File: src/rtl/tmma_pkg.sv
// -----------------------------------------------------------------------------
// tmma_pkg
// Shared types and widths for the TMMA sequencer slice.
//   Width macros (overridable at build time, defaults below):
//     TMMA_CNT_WIDTH        K count / beat index width
//     TMMA_PRECISION_WIDTH  precision field width
//     SARRAY_LOAD_WIDTH     edge operand beat width
//     SARRAY_STORE_WIDTH    bottom-edge result beat width
//   Contents: sequencer state enum, command struct, flush counter sizing.
// -----------------------------------------------------------------------------
`ifndef TMMA_CNT_WIDTH
`define TMMA_CNT_WIDTH 8
`endif
`ifndef TMMA_PRECISION_WIDTH
`define TMMA_PRECISION_WIDTH 2
`endif
`ifndef SARRAY_LOAD_WIDTH
`define SARRAY_LOAD_WIDTH 32
`endif
`ifndef SARRAY_STORE_WIDTH
`define SARRAY_STORE_WIDTH 32
`endif

package tmma_pkg;

  localparam int TMMA_CNT_W     = `TMMA_CNT_WIDTH;
  localparam int TMMA_PREC_W    = `TMMA_PRECISION_WIDTH;
  localparam int SARRAY_LOAD_W  = `SARRAY_LOAD_WIDTH;
  localparam int SARRAY_STORE_W = `SARRAY_STORE_WIDTH;

  typedef enum logic [2:0] {
    ST_IDLE  = 3'd0,
    ST_FEED  = 3'd1,
    ST_FLUSH = 3'd2,
    ST_DRAIN = 3'd3,
    ST_DONE  = 3'd4
  } seq_state_e;

  // One latched TMMA command.
  typedef struct packed {
    logic [TMMA_CNT_W-1:0]  k;
    logic                   acc;
    logic                   typ;
    logic [TMMA_PREC_W-1:0] prec;
  } tmma_cmd_t;

  // Flush counter must be able to hold FLUSH_CYC; never narrower than 1 bit.
  function automatic int flush_cnt_w(input int flush_cyc);
    return (flush_cyc < 1) ? 1 : $clog2(flush_cyc + 1);
  endfunction

endpackage

File: src/rtl/sarray_seq_if.sv
// -----------------------------------------------------------------------------
// sarray_seq_if
// Issuer-side bundle of the sequencer: command handshake plus the left (a)
// and top (b) operand streams.
//   master : TMMA issue logic / operand buffers (drives valid, fields, data)
//   slave  : sarray_seq (drives cmd_ready, a_ready, b_ready)
// -----------------------------------------------------------------------------
interface sarray_seq_if #(
  parameter int CNT_W  = tmma_pkg::TMMA_CNT_W,
  parameter int PREC_W = tmma_pkg::TMMA_PREC_W,
  parameter int LOAD_W = tmma_pkg::SARRAY_LOAD_W
) ();

  logic              cmd_valid;
  logic              cmd_ready;
  logic [CNT_W-1:0]  cmd_k;
  logic              cmd_acc;
  logic              cmd_type;
  logic [PREC_W-1:0] cmd_prec;

  logic              a_valid;
  logic              a_ready;
  logic [LOAD_W-1:0] a_data;

  logic              b_valid;
  logic              b_ready;
  logic [LOAD_W-1:0] b_data;

  modport master (
    output cmd_valid, cmd_k, cmd_acc, cmd_type, cmd_prec,
    output a_valid, a_data, b_valid, b_data,
    input  cmd_ready, a_ready, b_ready
  );

  modport slave (
    input  cmd_valid, cmd_k, cmd_acc, cmd_type, cmd_prec,
    input  a_valid, a_data, b_valid, b_data,
    output cmd_ready, a_ready, b_ready
  );

endinterface

File: src/rtl/sarray_seq_join.sv
// -----------------------------------------------------------------------------
// sarray_seq_join
// Joint valid/ready handshake of the left (a) and top (b) operand streams and
// the output register that presents each joined beat to the array edges.
//   clk, rst_n            clock, asynchronous active-low reset
//   feed_en_i             sequencer is in FEED
//   clr_i                 abort: drop the beat being registered this cycle
//   a_*/b_* valid/data    operand streams in; a_ready_o/b_ready_o out
//   fire_o                both streams consumed this cycle
//   step_i, acc_i, type_i, prec_i   beat index and latched command fields
//   left_in_* / top_in_*  registered array-edge outputs
// -----------------------------------------------------------------------------
module sarray_seq_join #(
  parameter int CNT_W  = tmma_pkg::TMMA_CNT_W,
  parameter int PREC_W = tmma_pkg::TMMA_PREC_W,
  parameter int LOAD_W = tmma_pkg::SARRAY_LOAD_W
) (
  input  logic              clk,
  input  logic              rst_n,
  input  logic              feed_en_i,
  input  logic              clr_i,
  input  logic              a_valid_i,
  input  logic [LOAD_W-1:0] a_data_i,
  output logic              a_ready_o,
  input  logic              b_valid_i,
  input  logic [LOAD_W-1:0] b_data_i,
  output logic              b_ready_o,
  output logic              fire_o,
  input  logic [CNT_W-1:0]  step_i,
  input  logic              acc_i,
  input  logic              type_i,
  input  logic [PREC_W-1:0] prec_i,
  output logic              left_in_valid_o,
  output logic [CNT_W-1:0]  left_in_cnt_o,
  output logic              left_in_type_o,
  output logic [PREC_W-1:0] left_in_precision_o,
  output logic [LOAD_W-1:0] left_in_data_o,
  output logic              top_in_valid_o,
  output logic              top_in_acc_o,
  output logic [CNT_W-1:0]  top_in_cnt_o,
  output logic [LOAD_W-1:0] top_in_data_o
);

  logic              beat_valid_q;
  logic [CNT_W-1:0]  beat_cnt_q;
  logic              beat_type_q;
  logic              beat_acc_q;
  logic [PREC_W-1:0] beat_prec_q;
  logic [LOAD_W-1:0] left_data_q;
  logic [LOAD_W-1:0] top_data_q;

  // Neither stream is taken alone: both readies depend on both valids.
  assign fire_o    = feed_en_i && a_valid_i && b_valid_i;
  assign a_ready_o = fire_o;
  assign b_ready_o = fire_o;

  always_ff @(posedge clk or negedge rst_n) begin
    if (!rst_n) begin
      beat_valid_q <= 1'b0;
      beat_cnt_q   <= '0;
      beat_type_q  <= 1'b0;
      beat_acc_q   <= 1'b0;
      beat_prec_q  <= '0;
      left_data_q  <= '0;
      top_data_q   <= '0;
    end else begin
      beat_valid_q <= fire_o && !clr_i;
      if (fire_o) begin
        beat_cnt_q  <= step_i;
        beat_type_q <= type_i;
        beat_acc_q  <= acc_i;
        beat_prec_q <= prec_i;
        left_data_q <= a_data_i;
        top_data_q  <= b_data_i;
      end
    end
  end

  // Both edges always carry the same beat, so they share one valid/cnt.
  assign left_in_valid_o     = beat_valid_q;
  assign left_in_cnt_o       = beat_cnt_q;
  assign left_in_type_o      = beat_type_q;
  assign left_in_precision_o = beat_prec_q;
  assign left_in_data_o      = left_data_q;
  assign top_in_valid_o      = beat_valid_q;
  assign top_in_acc_o        = beat_acc_q;
  assign top_in_cnt_o        = beat_cnt_q;
  assign top_in_data_o       = top_data_q;

endmodule

File: src/rtl/sarray_seq.sv
// -----------------------------------------------------------------------------
// sarray_seq
// Sequencer for one tile matrix-multiply on the systolic array: accepts a
// command, feeds K joined operand beats to the left/top edges, waits
// FLUSH_CYC cycles, pulses store-C, collects ARRAY_DIM bottom-edge result
// beats, then pulses done_o.
//   clk, rst_n                 clock, asynchronous active-low reset
//   seq_if (slave)             command handshake + a/b operand streams
//   abort_i                    synchronous abort (ignored in IDLE)
//   left_in_* / top_in_*       registered array-edge operand outputs
//   post_storec_valid_o        one-cycle store-C pulse
//   bot_valid_i/cnt_i/data_i   array bottom edge (used only in DRAIN)
//   res_valid_o/idx_o/data_o   registered result beats, index 0..ARRAY_DIM-1
//   busy_o, done_o             status; done_o is a one-cycle pulse
// Optional (SARRAY_SEQ_PERF_EN): perf_busy_cyc_o, perf_bubble_cyc_o,
//   32-bit saturating counters of busy cycles and FEED cycles without a fire.
// -----------------------------------------------------------------------------
module sarray_seq
  import tmma_pkg::*;
#(
  parameter int ARRAY_DIM = 64,
  parameter int CNT_W     = TMMA_CNT_W,
  parameter int PREC_W    = TMMA_PREC_W,
  parameter int LOAD_W    = SARRAY_LOAD_W,
  parameter int STORE_W   = SARRAY_STORE_W,
  parameter int FLUSH_CYC = 2 * ARRAY_DIM - 1
) (
  input  logic               clk,
  input  logic               rst_n,
  sarray_seq_if.slave        seq_if,
  input  logic               abort_i,
  output logic               left_in_valid_o,
  output logic [CNT_W-1:0]   left_in_cnt_o,
  output logic               left_in_type_o,
  output logic [PREC_W-1:0]  left_in_precision_o,
  output logic [LOAD_W-1:0]  left_in_data_o,
  output logic               top_in_valid_o,
  output logic               top_in_acc_o,
  output logic [CNT_W-1:0]   top_in_cnt_o,
  output logic [LOAD_W-1:0]  top_in_data_o,
  output logic               post_storec_valid_o,
  input  logic               bot_valid_i,
  input  logic [CNT_W-1:0]   bot_cnt_i,
  input  logic [STORE_W-1:0] bot_data_i,
  output logic               res_valid_o,
  output logic [CNT_W-1:0]   res_idx_o,
  output logic [STORE_W-1:0] res_data_o,
  output logic               busy_o,
  output logic               done_o
`ifdef SARRAY_SEQ_PERF_EN
  ,
  output logic [31:0]        perf_busy_cyc_o,
  output logic [31:0]        perf_bubble_cyc_o
`endif
);

  localparam int FL_W = flush_cnt_w(FLUSH_CYC);
  localparam logic [CNT_W-1:0] CNT_ONE   = CNT_W'(1);
  localparam logic [CNT_W-1:0] DIM_LAST  = CNT_W'(ARRAY_DIM - 1);
  localparam logic [FL_W-1:0]  FL_ONE    = FL_W'(1);
  localparam logic [FL_W-1:0]  FL_LAST   = FL_W'(FLUSH_CYC - 1);

  seq_state_e         state_q, state_d;
  tmma_cmd_t          cmd_q, cmd_d;
  logic [CNT_W-1:0]   step_q, step_d;
  logic [FL_W-1:0]    flush_q, flush_d;
  logic [CNT_W-1:0]   beat_q, beat_d;
  logic               storec_q, storec_d;
  logic               res_valid_q, res_valid_d;
  logic [CNT_W-1:0]   res_idx_q, res_idx_d;
  logic [STORE_W-1:0] res_data_q, res_data_d;

  logic fire;
  logic abort_act;

  // The array reports its own beat count; the running index is authoritative.
  logic unused_bot_cnt;
  assign unused_bot_cnt = ^bot_cnt_i;

  assign abort_act = abort_i && (state_q != ST_IDLE);

  // ---------------------------------------------------------------------------
  // Operand join + array-edge output register
  // ---------------------------------------------------------------------------
  sarray_seq_join #(
    .CNT_W  (CNT_W),
    .PREC_W (PREC_W),
    .LOAD_W (LOAD_W)
  ) u_join (
    .clk                 (clk),
    .rst_n               (rst_n),
    .feed_en_i           (state_q == ST_FEED),
    .clr_i               (abort_act),
    .a_valid_i           (seq_if.a_valid),
    .a_data_i            (seq_if.a_data),
    .a_ready_o           (seq_if.a_ready),
    .b_valid_i           (seq_if.b_valid),
    .b_data_i            (seq_if.b_data),
    .b_ready_o           (seq_if.b_ready),
    .fire_o              (fire),
    .step_i              (step_q),
    .acc_i               (cmd_q.acc),
    .type_i              (cmd_q.typ),
    .prec_i              (cmd_q.prec),
    .left_in_valid_o     (left_in_valid_o),
    .left_in_cnt_o       (left_in_cnt_o),
    .left_in_type_o      (left_in_type_o),
    .left_in_precision_o (left_in_precision_o),
    .left_in_data_o      (left_in_data_o),
    .top_in_valid_o      (top_in_valid_o),
    .top_in_acc_o        (top_in_acc_o),
    .top_in_cnt_o        (top_in_cnt_o),
    .top_in_data_o       (top_in_data_o)
  );

  // ---------------------------------------------------------------------------
  // Next-state logic
  // ---------------------------------------------------------------------------
  always_comb begin
    state_d     = state_q;
    cmd_d       = cmd_q;
    step_d      = step_q;
    flush_d     = flush_q;
    beat_d      = beat_q;
    storec_d    = 1'b0;
    res_valid_d = 1'b0;
    res_idx_d   = res_idx_q;
    res_data_d  = res_data_q;

    unique case (state_q)
      ST_IDLE: begin
        if (seq_if.cmd_valid) begin
          cmd_d   = '{k:    seq_if.cmd_k,
                      acc:  seq_if.cmd_acc,
                      typ:  seq_if.cmd_type,
                      prec: seq_if.cmd_prec};
          step_d  = '0;
          flush_d = '0;
          beat_d  = '0;
          // An empty command touches nothing on the array.
          state_d = (seq_if.cmd_k == '0) ? ST_DONE : ST_FEED;
        end
      end

      ST_FEED: begin
        if (fire) begin
          step_d = step_q + CNT_ONE;
          if (step_q == cmd_q.k - CNT_ONE) begin
            state_d = ST_FLUSH;
          end
        end
      end

      ST_FLUSH: begin
        // Counter enters at 0 on the cycle the last beat is on the edge;
        // the pulse is registered so it lands FLUSH_CYC cycles later.
        if (flush_q == FL_LAST) begin
          storec_d = 1'b1;
          state_d  = ST_DRAIN;
        end else begin
          flush_d = flush_q + FL_ONE;
        end
      end

      ST_DRAIN: begin
        if (bot_valid_i) begin
          res_valid_d = 1'b1;
          res_idx_d   = beat_q;
          res_data_d  = bot_data_i;
          beat_d      = beat_q + CNT_ONE;
          if (beat_q == DIM_LAST) begin
            state_d = ST_DONE;
          end
        end
      end

      ST_DONE: begin
        state_d = ST_IDLE;
      end

      default: begin
        state_d = ST_IDLE;
      end
    endcase

    // Abort overrides whatever the active state decided.
    if (abort_act) begin
      state_d     = ST_IDLE;
      step_d      = '0;
      flush_d     = '0;
      beat_d      = '0;
      storec_d    = 1'b0;
      res_valid_d = 1'b0;
    end
  end

  // ---------------------------------------------------------------------------
  // State and output registers
  // ---------------------------------------------------------------------------
  always_ff @(posedge clk or negedge rst_n) begin
    if (!rst_n) begin
      state_q     <= ST_IDLE;
      cmd_q       <= '0;
      step_q      <= '0;
      flush_q     <= '0;
      beat_q      <= '0;
      storec_q    <= 1'b0;
      res_valid_q <= 1'b0;
      res_idx_q   <= '0;
      res_data_q  <= '0;
    end else begin
      state_q     <= state_d;
      cmd_q       <= cmd_d;
      step_q      <= step_d;
      flush_q     <= flush_d;
      beat_q      <= beat_d;
      storec_q    <= storec_d;
      res_valid_q <= res_valid_d;
      res_idx_q   <= res_idx_d;
      res_data_q  <= res_data_d;
    end
  end

  assign seq_if.cmd_ready    = (state_q == ST_IDLE);
  assign busy_o              = (state_q != ST_IDLE);
  assign done_o              = (state_q == ST_DONE);
  assign post_storec_valid_o = storec_q;
  assign res_valid_o         = res_valid_q;
  assign res_idx_o           = res_idx_q;
  assign res_data_o          = res_data_q;

`ifdef SARRAY_SEQ_PERF_EN
  // ---------------------------------------------------------------------------
  // Saturating performance counters: [0] busy cycles, [1] FEED bubbles.
  // ---------------------------------------------------------------------------
  logic [1:0] perf_inc;
  assign perf_inc[0] = busy_o;
  assign perf_inc[1] = (state_q == ST_FEED) && !fire;

  for (genvar gi = 0; gi < 2; gi++) begin : g_perf
    logic [31:0] cnt_q;
    always_ff @(posedge clk or negedge rst_n) begin
      if (!rst_n) begin
        cnt_q <= '0;
      end else if (perf_inc[gi] && (cnt_q != '1)) begin
        cnt_q <= cnt_q + 32'd1;
      end
    end
  end

  assign perf_busy_cyc_o   = g_perf[0].cnt_q;
  assign perf_bubble_cyc_o = g_perf[1].cnt_q;
`endif

endmodule

File: src/flat_wrapper.sv
// flat-port wrapper written by rule: the top's interface ports become plain ports
module sarray_seq_flat import tmma_pkg::*;
#(
  parameter int ARRAY_DIM = 64,
  parameter int CNT_W     = TMMA_CNT_W,
  parameter int PREC_W    = TMMA_PREC_W,
  parameter int LOAD_W    = SARRAY_LOAD_W,
  parameter int STORE_W   = SARRAY_STORE_W,
  parameter int FLUSH_CYC = 2 * ARRAY_DIM - 1
)
  (clk, rst_n, abort_i, left_in_valid_o, left_in_cnt_o, left_in_type_o, left_in_precision_o, left_in_data_o, top_in_valid_o, top_in_acc_o, top_in_cnt_o, top_in_data_o, post_storec_valid_o, bot_valid_i, bot_cnt_i, bot_data_i, res_valid_o, res_idx_o, res_data_o, busy_o, done_o, seq_if_cmd_valid, seq_if_cmd_k, seq_if_cmd_acc, seq_if_cmd_type, seq_if_cmd_prec, seq_if_a_valid, seq_if_a_data, seq_if_b_valid, seq_if_b_data, seq_if_cmd_ready, seq_if_a_ready, seq_if_b_ready);
  sarray_seq_if #(.CNT_W(CNT_W), .PREC_W(PREC_W), .LOAD_W(LOAD_W)) seq_if_i ();
  input  logic clk;
  input  logic rst_n;
  input  logic abort_i;
  output logic left_in_valid_o;
  output logic [CNT_W-1:0] left_in_cnt_o;
  output logic left_in_type_o;
  output logic [PREC_W-1:0] left_in_precision_o;
  output logic [LOAD_W-1:0] left_in_data_o;
  output logic top_in_valid_o;
  output logic top_in_acc_o;
  output logic [CNT_W-1:0] top_in_cnt_o;
  output logic [LOAD_W-1:0] top_in_data_o;
  output logic post_storec_valid_o;
  input  logic bot_valid_i;
  input  logic [CNT_W-1:0] bot_cnt_i;
  input  logic [STORE_W-1:0] bot_data_i;
  output logic res_valid_o;
  output logic [CNT_W-1:0] res_idx_o;
  output logic [STORE_W-1:0] res_data_o;
  output logic busy_o;
  output logic done_o;
  input wire logic [$bits(seq_if_i.cmd_valid)-1:0] seq_if_cmd_valid;
  input wire logic [$bits(seq_if_i.cmd_k)-1:0] seq_if_cmd_k;
  input wire logic [$bits(seq_if_i.cmd_acc)-1:0] seq_if_cmd_acc;
  input wire logic [$bits(seq_if_i.cmd_type)-1:0] seq_if_cmd_type;
  input wire logic [$bits(seq_if_i.cmd_prec)-1:0] seq_if_cmd_prec;
  input wire logic [$bits(seq_if_i.a_valid)-1:0] seq_if_a_valid;
  input wire logic [$bits(seq_if_i.a_data)-1:0] seq_if_a_data;
  input wire logic [$bits(seq_if_i.b_valid)-1:0] seq_if_b_valid;
  input wire logic [$bits(seq_if_i.b_data)-1:0] seq_if_b_data;
  output wire logic [$bits(seq_if_i.cmd_ready)-1:0] seq_if_cmd_ready;
  output wire logic [$bits(seq_if_i.a_ready)-1:0] seq_if_a_ready;
  output wire logic [$bits(seq_if_i.b_ready)-1:0] seq_if_b_ready;
  assign seq_if_i.cmd_valid = seq_if_cmd_valid;
  assign seq_if_i.cmd_k = seq_if_cmd_k;
  assign seq_if_i.cmd_acc = seq_if_cmd_acc;
  assign seq_if_i.cmd_type = seq_if_cmd_type;
  assign seq_if_i.cmd_prec = seq_if_cmd_prec;
  assign seq_if_i.a_valid = seq_if_a_valid;
  assign seq_if_i.a_data = seq_if_a_data;
  assign seq_if_i.b_valid = seq_if_b_valid;
  assign seq_if_i.b_data = seq_if_b_data;
  assign seq_if_cmd_ready = seq_if_i.cmd_ready;
  assign seq_if_a_ready = seq_if_i.a_ready;
  assign seq_if_b_ready = seq_if_i.b_ready;
  sarray_seq #(.ARRAY_DIM(ARRAY_DIM), .CNT_W(CNT_W), .PREC_W(PREC_W), .LOAD_W(LOAD_W), .STORE_W(STORE_W), .FLUSH_CYC(FLUSH_CYC)) u_core (.clk(clk), .rst_n(rst_n), .seq_if(seq_if_i), .abort_i(abort_i), .left_in_valid_o(left_in_valid_o), .left_in_cnt_o(left_in_cnt_o), .left_in_type_o(left_in_type_o), .left_in_precision_o(left_in_precision_o), .left_in_data_o(left_in_data_o), .top_in_valid_o(top_in_valid_o), .top_in_acc_o(top_in_acc_o), .top_in_cnt_o(top_in_cnt_o), .top_in_data_o(top_in_data_o), .post_storec_valid_o(post_storec_valid_o), .bot_valid_i(bot_valid_i), .bot_cnt_i(bot_cnt_i), .bot_data_i(bot_data_i), .res_valid_o(res_valid_o), .res_idx_o(res_idx_o), .res_data_o(res_data_o), .busy_o(busy_o), .done_o(done_o));
endmodule
File: config.mk
export PLATFORM = sky130hd
export DESIGN_NAME = sarray_seq_flat
export DESIGN_NICKNAME = d
export VERILOG_FILES = /design/src/rtl/tmma_pkg.sv /design/src/rtl/sarray_seq_if.sv /design/src/rtl/sarray_seq_join.sv /design/src/rtl/sarray_seq.sv /design/src/flat_wrapper.sv
export SDC_FILE = /design/constraint.sdc
export NUM_CORES = 1
export LEC_CHECK = 0
export ABC_AREA = 1
export CAP_MARGIN = 30
export CORE_ASPECT_RATIO = 1.5
export CORE_MARGIN = 1.5
export CORE_UTILIZATION = 40
export DETAILED_ROUTE_END_ITERATION = 8
export PLACE_DENSITY = 0.81
export SYNTH_ARGS = -nofsm -noshare
export SYNTH_HDL_FRONTEND = slang
export SYNTH_SLANG_ARGS = --single-unit
File: constraint.sdc
create_clock -name clk -period 1.65 [get_ports clk]
set_input_delay 0.165 -clock clk [delete_from_list [all_inputs] [get_ports clk]]
set_output_delay 0.165 -clock clk [all_outputs]
set_load 0.02 [all_outputs]
# ---- After elaboration in Yosys (flattened, before gate mapping)
# Cells that the tools add are included.
dict set report word_totals {
  reg_bits 157
  in_bits 123
  output_inout_bits 133
  elab_cells 80
}
dict set report op_classes {
  addsub 4
  eq_ne 14
  n_mux 26
  reduce_logical 17
}
# operator n
set op_table {}
lappend op_table {{two-way mux 8 bit} 5}
lappend op_table {{case mux 8 bit (2 select lines)} 2}
lappend op_table {{two-way mux 3 bit} 8}
lappend op_table {{two-way mux 7 bit} 3}
lappend op_table {{adder 8 x 1 -> 8 bit, second input constant} 2}
lappend op_table {{case mux 7 bit (2 select lines)} 1}
lappend op_table {{case mux 3 bit (4 select lines)} 1}
lappend op_table {{nonzero test 3 bit} 4}
lappend op_table {{inequality test 3 x 2 -> 1 bit, second input constant} 3}
lappend op_table {{AND reduction 3 bit} 3}
lappend op_table {{== test 8 x 6 -> 1 bit, second input constant} 1}
lappend op_table {{== test 8 bit} 1}
lappend op_table {{zero test 8 bit} 1}
lappend op_table {{subtractor 8 x 1 -> 8 bit, second input constant} 1}
lappend op_table {{adder 7 x 1 -> 7 bit, second input constant} 1}
lappend op_table {{== test 7 bit, second input constant} 1}
lappend op_table {{== test 3 x 2 -> 1 bit, second input constant} 2}
lappend op_table {{two-way mux 1 bit} 6}
lappend op_table {{inequality test 3 x 1 -> 1 bit, second input constant} 2}
lappend op_table {{inequality test 3 bit, second input constant} 2}
lappend op_table {{AND reduction 6 bit} 1}
lappend op_table {{logical AND 1 bit} 4}
lappend op_table {{AND reduction 2 bit} 2}
lappend op_table {{== test 3 x 1 -> 1 bit, second input constant} 1}
lappend op_table {{3 further kinds} 3}

# ---- Logic depth before layout (Yosys ltp)
# Gate-level depths: netlist of the first run.
dict set report logic_depth {
  ltp_word 6
  mapped_depth 14
  ltp_nobuf 14
}

# ---- Hierarchy
# From an unflattened synthesis of the first run, not the netlist that was laid out.
dict set report unflattened {
  hier_cells 770
  area_unflattened_um2 7125.6
}
# module instances cells_per_inst area_each_um2 seq_area_each_um2
set modules_own_cells {}
lappend modules_own_cells {sarray_seq 1 416 3858.7 2001.9}
lappend modules_own_cells {sarray_seq_join 1 354 3266.9 1926.8}

# ---- Worst setup path after synthesis of the first run
# Ideal clock, no wire load.
dict set report synth_path {
  path_kind {register to output}
  startpoint {register u_core.state_q[1]}
  endpoint {output seq_if_b_ready}
  arrival_time_ns 1.536
  required_time_ns 1.485
  setup_slack_ns -0.051
  path_stages_with_launch 8
  path_buffers 2
  path_cell_list {dfrtp_1 > nor2_1 > nand2_1 > inv_2 > nand3_4 > inv_1 > clkbuf_1 > buf_4}
}
dict set report synth_between {
  elab_chain_cells 3
}
# element line_no
set synth_rtl {}
lappend synth_rtl {{from (decl)} sarray_seq.sv:63} ;# seq_state_e state_q, state_d;
lappend synth_rtl {{from (signal assigned)} sarray_seq.sv:212} ;# state_q <= state_d;
lappend synth_rtl {{== test 3 x 1 -> 1 bit} sarray_seq.sv:92} ;# .feed_en_i (state_q == ST_FEED),
lappend synth_rtl {{logical AND 1 bit (2 in a row)} sarray_seq_join.sv:53} ;# assign fire_o = feed_en_i && a_valid_i && b_valid_i;
lappend synth_rtl {{to (decl)} flat_wrapper.sv:45} ;# output wire logic [$bits(seq_if_i.b_ready)-1:0] seq_if_b_ready;
# Every way passes these cells.

# ---- Final worst setup path of the first run
dict set report layout_path {
  startpoint {register u_core.state_q[2]}
  endpoint {output seq_if_b_ready}
}
# The elaborated chain is that of the path after synthesis.

==> results.json, run 1 <==
{
  "outcome": "complete, but fails checks",
  "failed_checks": "setup timing",
  "rrSetupSlack_ps": -10,
  "power_frac_comb_pct": 46.7,
  "setup_ws_ps": -23.2,
  "hold_path_class": "input pin to async pin",
  "reg2reg_depth": 11,
  "route.antenna.remaining_nets": 0,
  "dpl.hpwl_um": 13800,
  "placed_cell_area_um2": 9670,
  "numPortBuffers": 247,
  "cell_internal_pwr_uw": 11500,
  "worstPathCellList": "nor2_2 > nand2_2 > inv_2 > nand3_4 > inv_2 > buf_4",
  "stdcell_area_um2": 10500,
  "crit_fanout": 3,
  "worst_ep_arrival_time_ps": 1510,
  "antennaDiodeCount": 0,
  "total_of_flip_flops_plus_latches_after_synthesis": 157,
  "power_switching_share_pct": 38.8,
  "crit_path_top_delay_cell": "dfrtp_1",
  "crit_path_start_kind": "flop",
  "drt_first_pass_iters": 5,
  "cts_made_buffers": 17,
  "slew_viol_final": 0,
  "cts-htree-levels": 4,
  "nNetsFinal": 1219,
  "end_kind": "primary output",
  "share_of_layout_cells_above_drive_strength_1_pct": 13.8,
  "wirelength_um": 18900,
  "synthCells": 812,
  "wire_length_of_the_first_global_routing_pass_um": 29800,
  "crit_top_cell": "inv_2",
  "clock_power_share_pct": 20.4,
  "via_count": 6159,
  "switchingPower_uw": 7270,
  "first_global_vias": 6140,
  "worstReg2RegStart": "u_core.state_q[2]",
  "power_leakage_uw": 0.00517,
  "max_cap_viol_count": 0,
  "row_count": 58,
  "total_power_uw": 18700,
  "cts_tree": "yes",
  "finish.utilization_pct": 63.2,
  "cell_count_final_fillers_out": 1314,
  "path_buf_inv": 3,
  "gr-total-overflow": 0,
  "max-vdd-ir-drop_mv": 1.04,
  "maxSlewHeadroom_pct": 68.8,
  "p_per_area_nw_per_um2": 1780,
  "finalSetupViolCount": 3,
  "post-route-min-period_ps": 1670,
  "die_x_um": 109,
  "path_class": "flop to primary output",
  "pin_count_of_the_biggest_net_entering_global_routing": 76,
  "clock_latency_on_the_worst_skew_pair_ps": 420,
  "least_margin_pin_slew_ps": 468,
  "drcViolationCount": 0,
  "top_signal_layer_used": "met4",
  "cts_root_buf": "clkbuf_16",
  "cp.required_ps": 1480,
  "numPlacedInstances": 1275,
  "maxClockFrequency_mhz": 598,
  "worst_path_dominant_cell_family": "flip-flops",
  "synth.yosys.seq_area_share_pct": 58.1,
  "post_synthesis_net_count": 940,
  "dr.first_iter.drc_count": 277,
  "ioPinCount": 256,
  "clock_path_buffers": 2,
  "fp.dieH_um": 162,
  "cp_slowest_stage_delay_ps": 400,
  "routed-wl-met3_um": 863,
  "wl_met2_um": 10200,
  "netlist_area_um2": 6760,
  "synthesized_area_per_cell_um2": 8.32,
  "grt_antenna_before_repair": 0,
  "design.die.area_um2": 17700,
  "grt_use_total_pct": 21.8,
  "cts_num_sinks": 157,
  "yosysWarningCount": 0,
  "report.final.hold_viol_count": 0,
  "drt-wirelength-per-cell_um": 14.4,
  "rsz0062_at_grt": "true",
  "routed_vias_inst": 4.69,
  "rr_endpoint": "u_core.step_q[3]",
  "core-area_um2": 16600,
  "synth_unique_cells": 32,
  "gpl.final_weighted_congestion": 0.831,
  "seq_power_share_pct": 32.9,
  "cts.reportedPaths.clkPinSlew_ps": 70,
  "layout-area-overhead-vs-synth_pct": 55.4,
  "period_share_pct": 101,
  "met1Wirelength_um": 7170,
  "floorplan.initialDensity_pct": 40.7,
  "fin_worst_skew_ps": 9.66
}
flip-flops by register name, indices dropped and copies added, names as in the netlist, 2 cells and up:
register                           flops
u_core.u_join.top_in_data_o           32
u_core.res_idx_o                       8
u_core.flush_q                         7
u_core.res_data_o                     32
u_core.step_q                          8
u_core.state_q                         3
u_core.u_join.left_in_precision_o      2
u_core.u_join.left_in_cnt_o            8
u_core.beat_q                          8
u_core.cmd_q                          12
u_core.u_join.left_in_data_o          32
how the worst max path moves through the flow:
stage / cells past startpoint / slack [ps] / startpoint / to
floorplan: 14 / 100 / u_core.cmd_q[4] / u_core.state_q[0]
global placement: 6 / -20 / u_core.state_q[1] / seq_if_b_ready
detailed placement: 11 / -70 / u_core.state_q[1] / u_core.step_q[3]
CTS: 6 / -10 / u_core.state_q[1] / seq_if_b_ready
global route: 6 / -140 / u_core.state_q[2] / seq_if_b_ready
finish: 6 / -20 / u_core.state_q[2] / seq_if_b_ready
layout by cell type (no fill, tap or decap), drive strengths merged, types with 9 or more instances in the layout:
cell           instances
buf                   53
inv                   68
nand2                401
clkbuf                19
nor3                   9
clkdlybuf4s50        231
dfrtp                157
o21ai                 42
a21oi                 20
nor2                  43
nand3                 20
worst register-to-register path: stages (launching register included):
cell     delay [ps]
dfrtp_1         400
nor2_2          170
nand2_2          80
inv_2           100
nand3_4          90
buf_6           150
nand2_4          70
nand2_4          50
nor2_4          160
buf_6           130
nand2_1          50
a21oi_1         140
stage by stage:
stage / TNS (ps) / hold slack [ps] / worst slack (ps)
after floorplan: 0 / -131 / 103
after global placement: -28.9 / -12.0 / -15.2
after detailed placement: -726 / -12.7 / -68.5
after CTS: -31.2 / 102 / -12.9
after global routing: -1670 / 105 / -136
final: -57.9 / 121 / -23.2
logic make-up (layout without fill, tap and decap cells):
group                      Yosys count  in the layout  share of synthesized area, %
buffers and inverters               98            390                          6.22
muxes                                2              2                         0.333
DFF                                157            157                          58.1
xor gates and xnor gates             5              5                         0.648
adders and majority gates            5              5                         0.926
and+or+nand+nor                    477            477                          28.3
AOI/OAI and AO/OA                   68             68                          5.44
cells in the mapped netlist:
cell	n	area share, %
nand3_1	19	1.4
nor3b_2	1	0.19
buf_1	1	0.055
nor4_1	1	0.093
xnor2_1	1	0.13
nor2_2	3	0.28
inv_4	1	0.093
nor3_4	1	0.24
o21ai_1	2	0.15
ha_1	5	0.93
or2_4	1	0.13
xor2_1	4	0.52
nor2_4	3	0.50
mux2_2	2	0.33
nor2_1	37	2.1
inv_2	7	0.39
a21oi_1	20	1.5
buf_4	10	1.1
o31ai_4	1	0.31
nor3_1	7	0.52
clkbuf_1	15	0.83
dfrtp_1	157	58
nand2_2	3	0.28
o21a_1	4	0.44
nand4_1	1	0.093
nor3_2	1	0.15
nand2_1	398	22
o21ai_0	40	3.0
buf_2	10	0.74
o22ai_1	1	0.093
inv_1	54	3.0
nand3_4	1	0.26
cell type report:
class / count / area, um2
sequential: 157 / 3930
timing repair buffer: 296 / 2900
clock inverter: 13 / 131
tap: 210 / 263
clock buffer: 19 / 443
fill: 1385 / 6120
multi-input combinational: 557 / 2590
inverter: 62 / 240
layer usage:
metal  track usage (%)  up-vias
met5                 0        -
met4              9.87        0
met2              38.6      199
met3              4.37       44
met1              24.8     2880
li1                  -     3036
power by group through the flow:
stage	Clock (uW)	Combinational [uW]	Sequential, uW
floorplan	0	2670	7660
global placement	0	8150	6120
detailed placement	0	8340	6180
CTS	3910	8490	6160
global route	4070	9480	6360
finish	3820	8750	6170
what timing repair did:
item | in CTS | in global routing
gates resized for setup | 43 | 59
setup buffers | 3 | 3
endpoints found under the hold margin | 157 | 0
setup endpoints to repair | 33 | 66
hold buffers | 1 | 0
pin swaps | 5 | 19
Power figures use the tool's default switching activity.
==> run 2, diff against run 1 <==
--- a/config.mk
+++ b/config.mk
@@ -15,3 +15,4 @@
 export SYNTH_ARGS = -nofsm -noshare
 export SYNTH_HDL_FRONTEND = slang
 export SYNTH_SLANG_ARGS = --single-unit
+export TNS_END_PERCENT = 50
==> run 2 against run 1 <==
The flow still finishes with violations (setup timing). Via count is 0.54% lower. Die area stayed put. Clock-buffer cell count stayed put. Sequential power hardly changed. Power is 0.19% lower. First-iteration DRC count is 7.9% lower. Non-clock buffer count is 1 lower. Sequential cell count stayed put. Worst setup slack worse by 1.5 ps. Combinational power hardly changed. Cell count hardly changed. Final area is 0.19% lower.
==> results.json, run 2 (synthesized netlist as in run 1, its figures left out) <==
{
  "switchingPower_uw": 7260,
  "cts_made_buffers": 17,
  "antennaDiodeCount": 0,
  "cts.reportedPaths.clkPinSlew_ps": 70,
  "fin_hold_ws_ps": 121,
  "crit_fanout": 3,
  "worst_ep_arrival_time_ps": 1510,
  "finalSetupViolCount": 4,
  "cell_count_final_fillers_out": 1313,
  "p_per_area_nw_per_um2": 1780,
  "ioPinCount": 256,
  "grt_antenna_before_repair": 0,
  "outcome": "complete, but fails checks",
  "dpl.hpwl_um": 13800,
  "gpl.final_weighted_congestion": 0.831,
  "drt-wirelength-per-cell_um": 14.4,
  "power_switching_share_pct": 38.8,
  "clock_path_buffers": 2,
  "dr.first_iter.drc_count": 255,
  "layout_commonest_cell": "nand2_1",
  "setup_ws_ps": -24.7,
  "max_cap_viol_count": 0,
  "seq_power_share_pct": 33.0,
  "rsz0062_at_grt": "true",
  "numPortBuffers": 247,
  "drcViolationCount": 0,
  "design.die.area_um2": 17700,
  "path_class": "flop to primary output",
  "cell_internal_pwr_uw": 11400,
  "route.antenna.remaining_nets": 0,
  "power_leakage_uw": 0.00516,
  "cp.required_ps": 1480,
  "period_share_pct": 101,
  "layout-area-overhead-vs-synth_pct": 55.1,
  "nNetsFinal": 1218,
  "slew_viol_final": 0,
  "cts-htree-levels": 4,
  "end_kind": "primary output",
  "hold_path_class": "input pin to async pin",
  "cts_tree": "yes",
  "max-vdd-ir-drop_mv": 1.04,
  "wirelength_um": 18900,
  "die_x_um": 109,
  "share_of_layout_cells_above_drive_strength_1_pct": 13.7,
  "crit_path_start_kind": "flop",
  "failed_checks": "setup timing",
  "least_margin_pin_slew_ps": 530,
  "clock_power_share_pct": 20.4,
  "maxSlewHeadroom_pct": 64.7,
  "core-area_um2": 16600,
  "floorplan.initialDensity_pct": 40.7,
  "fp.dieH_um": 162,
  "grt_use_total_pct": 21.8,
  "fin_worst_skew_ps": 8.95,
  "clock_latency_on_the_worst_skew_pair_ps": 420,
  "row_count": 58,
  "maxClockFrequency_mhz": 597,
  "power_frac_comb_pct": 46.6,
  "report.final.hold_viol_count": 0,
  "drt_first_pass_iters": 7,
  "cts_num_sinks": 157,
  "finish.utilization_pct": 63.1,
  "post-route-min-period_ps": 1670,
  "wire_length_of_the_first_global_routing_pass_um": 29800,
  "routed_vias_inst": 4.67,
  "gr-total-overflow": 0,
  "pin_count_of_the_biggest_net_entering_global_routing": 76,
  "cts_root_buf": "clkbuf_16",
  "layout_common_cells": "nand2_1, clkdlybuf4s50_1, dfrtp_1",
  "first_global_vias": 6140,
  "numPlacedInstances": 1275,
  "via_count": 6126
}
run 2: cell types whose count changed in the layout (fill, tap and decap cells not counted), sizes merged:
cell  change
buf       -1
run 2: power groups by stage:
| stage | clock, uW | combinational, uW | sequential [uW] |
|---|---|---|---|
| 2_1_floorplan | 0 | 2670 | 7660 |
| 3_3_place_gp | 0 | 8150 | 6120 |
| 3_5_place_dp | 0 | 8340 | 6180 |
| 4_1_cts | 3910 | 8490 | 6160 |
| 5_1_grt | 4070 | 9440 | 6360 |
| 6_report | 3820 | 8720 | 6180 |
run 2: through the flow:
stage	power [uW]	worst slack [ps]	cell area [um2]	TNS [ps]
after global placement	14300	-15.2	9670	-28.9
after CTS	18600	-12.9	10300	-31.2
final	18700	-24.7	10500	-66.8
after floorplan	10300	103	6760	0
after detailed placement	14500	-68.5	9670	-726
after global routing	19900	-136	10500	-4510
run 2: final cells by class:
| type | instances | area (um2) |
|---|---|---|
| fill | 1387 | 6140 |
| tap | 210 | 263 |
| sequential | 157 | 3930 |
| timing repair buffer | 295 | 2880 |
| multi-input combinational | 557 | 2590 |
| clock inverter | 13 | 131 |
| clock buffer | 19 | 443 |
| inverter | 62 | 240 |
run 2: worst max-delay path: stages, from the launching register on:
cell	delay, ps
dfrtp_1	400
nor2_2	180
nand2_2	80
inv_2	100
nand3_4	90
inv_2	100
buf_4	140
run 2: path summary, 6_finish.rpt:
kind                                      start                              to  slack, ps  depth (start not counted)
min reg2reg                u_core.res_data_o[5]            u_core.res_data_o[5]        470                          2
max reg2reg                   u_core.state_q[2]                u_core.step_q[3]        -10                         11
max in group asynchronous                 rst_n      u_core.u_join.top_in_acc_o        840                          3
max                           u_core.state_q[2]                  seq_if_b_ready        -20                          6
min in group clk               seq_if_b_data[5]  u_core.u_join.top_in_data_o[5]        270                          3
min                                       rst_n  u_core.u_join.top_in_data_o[1]        120                          2
run 2: timing repair:
item,in CTS,in global routing
hold buffers,1,0
buffers inserted,3,2
resized for setup,43,55
pin swaps,5,19
endpoints found under the setup margin,33,66
hold endpoints to repair,157,0
run 2: routing by layer:
| layer | up-vias | wire [um] | part of all wire, % | track usage, % |
|---|---|---|---|---|
| met2 | 189 | 10200 | 54 | 38.6 |
| met5 | - | 0 | 0 | 0 |
| li1 | 3035 | - | - | - |
| met4 | 0 | 667 | 3.5 | 9.87 |
| met1 | 2858 | 7190 | 38 | 24.8 |
| met3 | 44 | 846 | 4.5 | 4.37 |
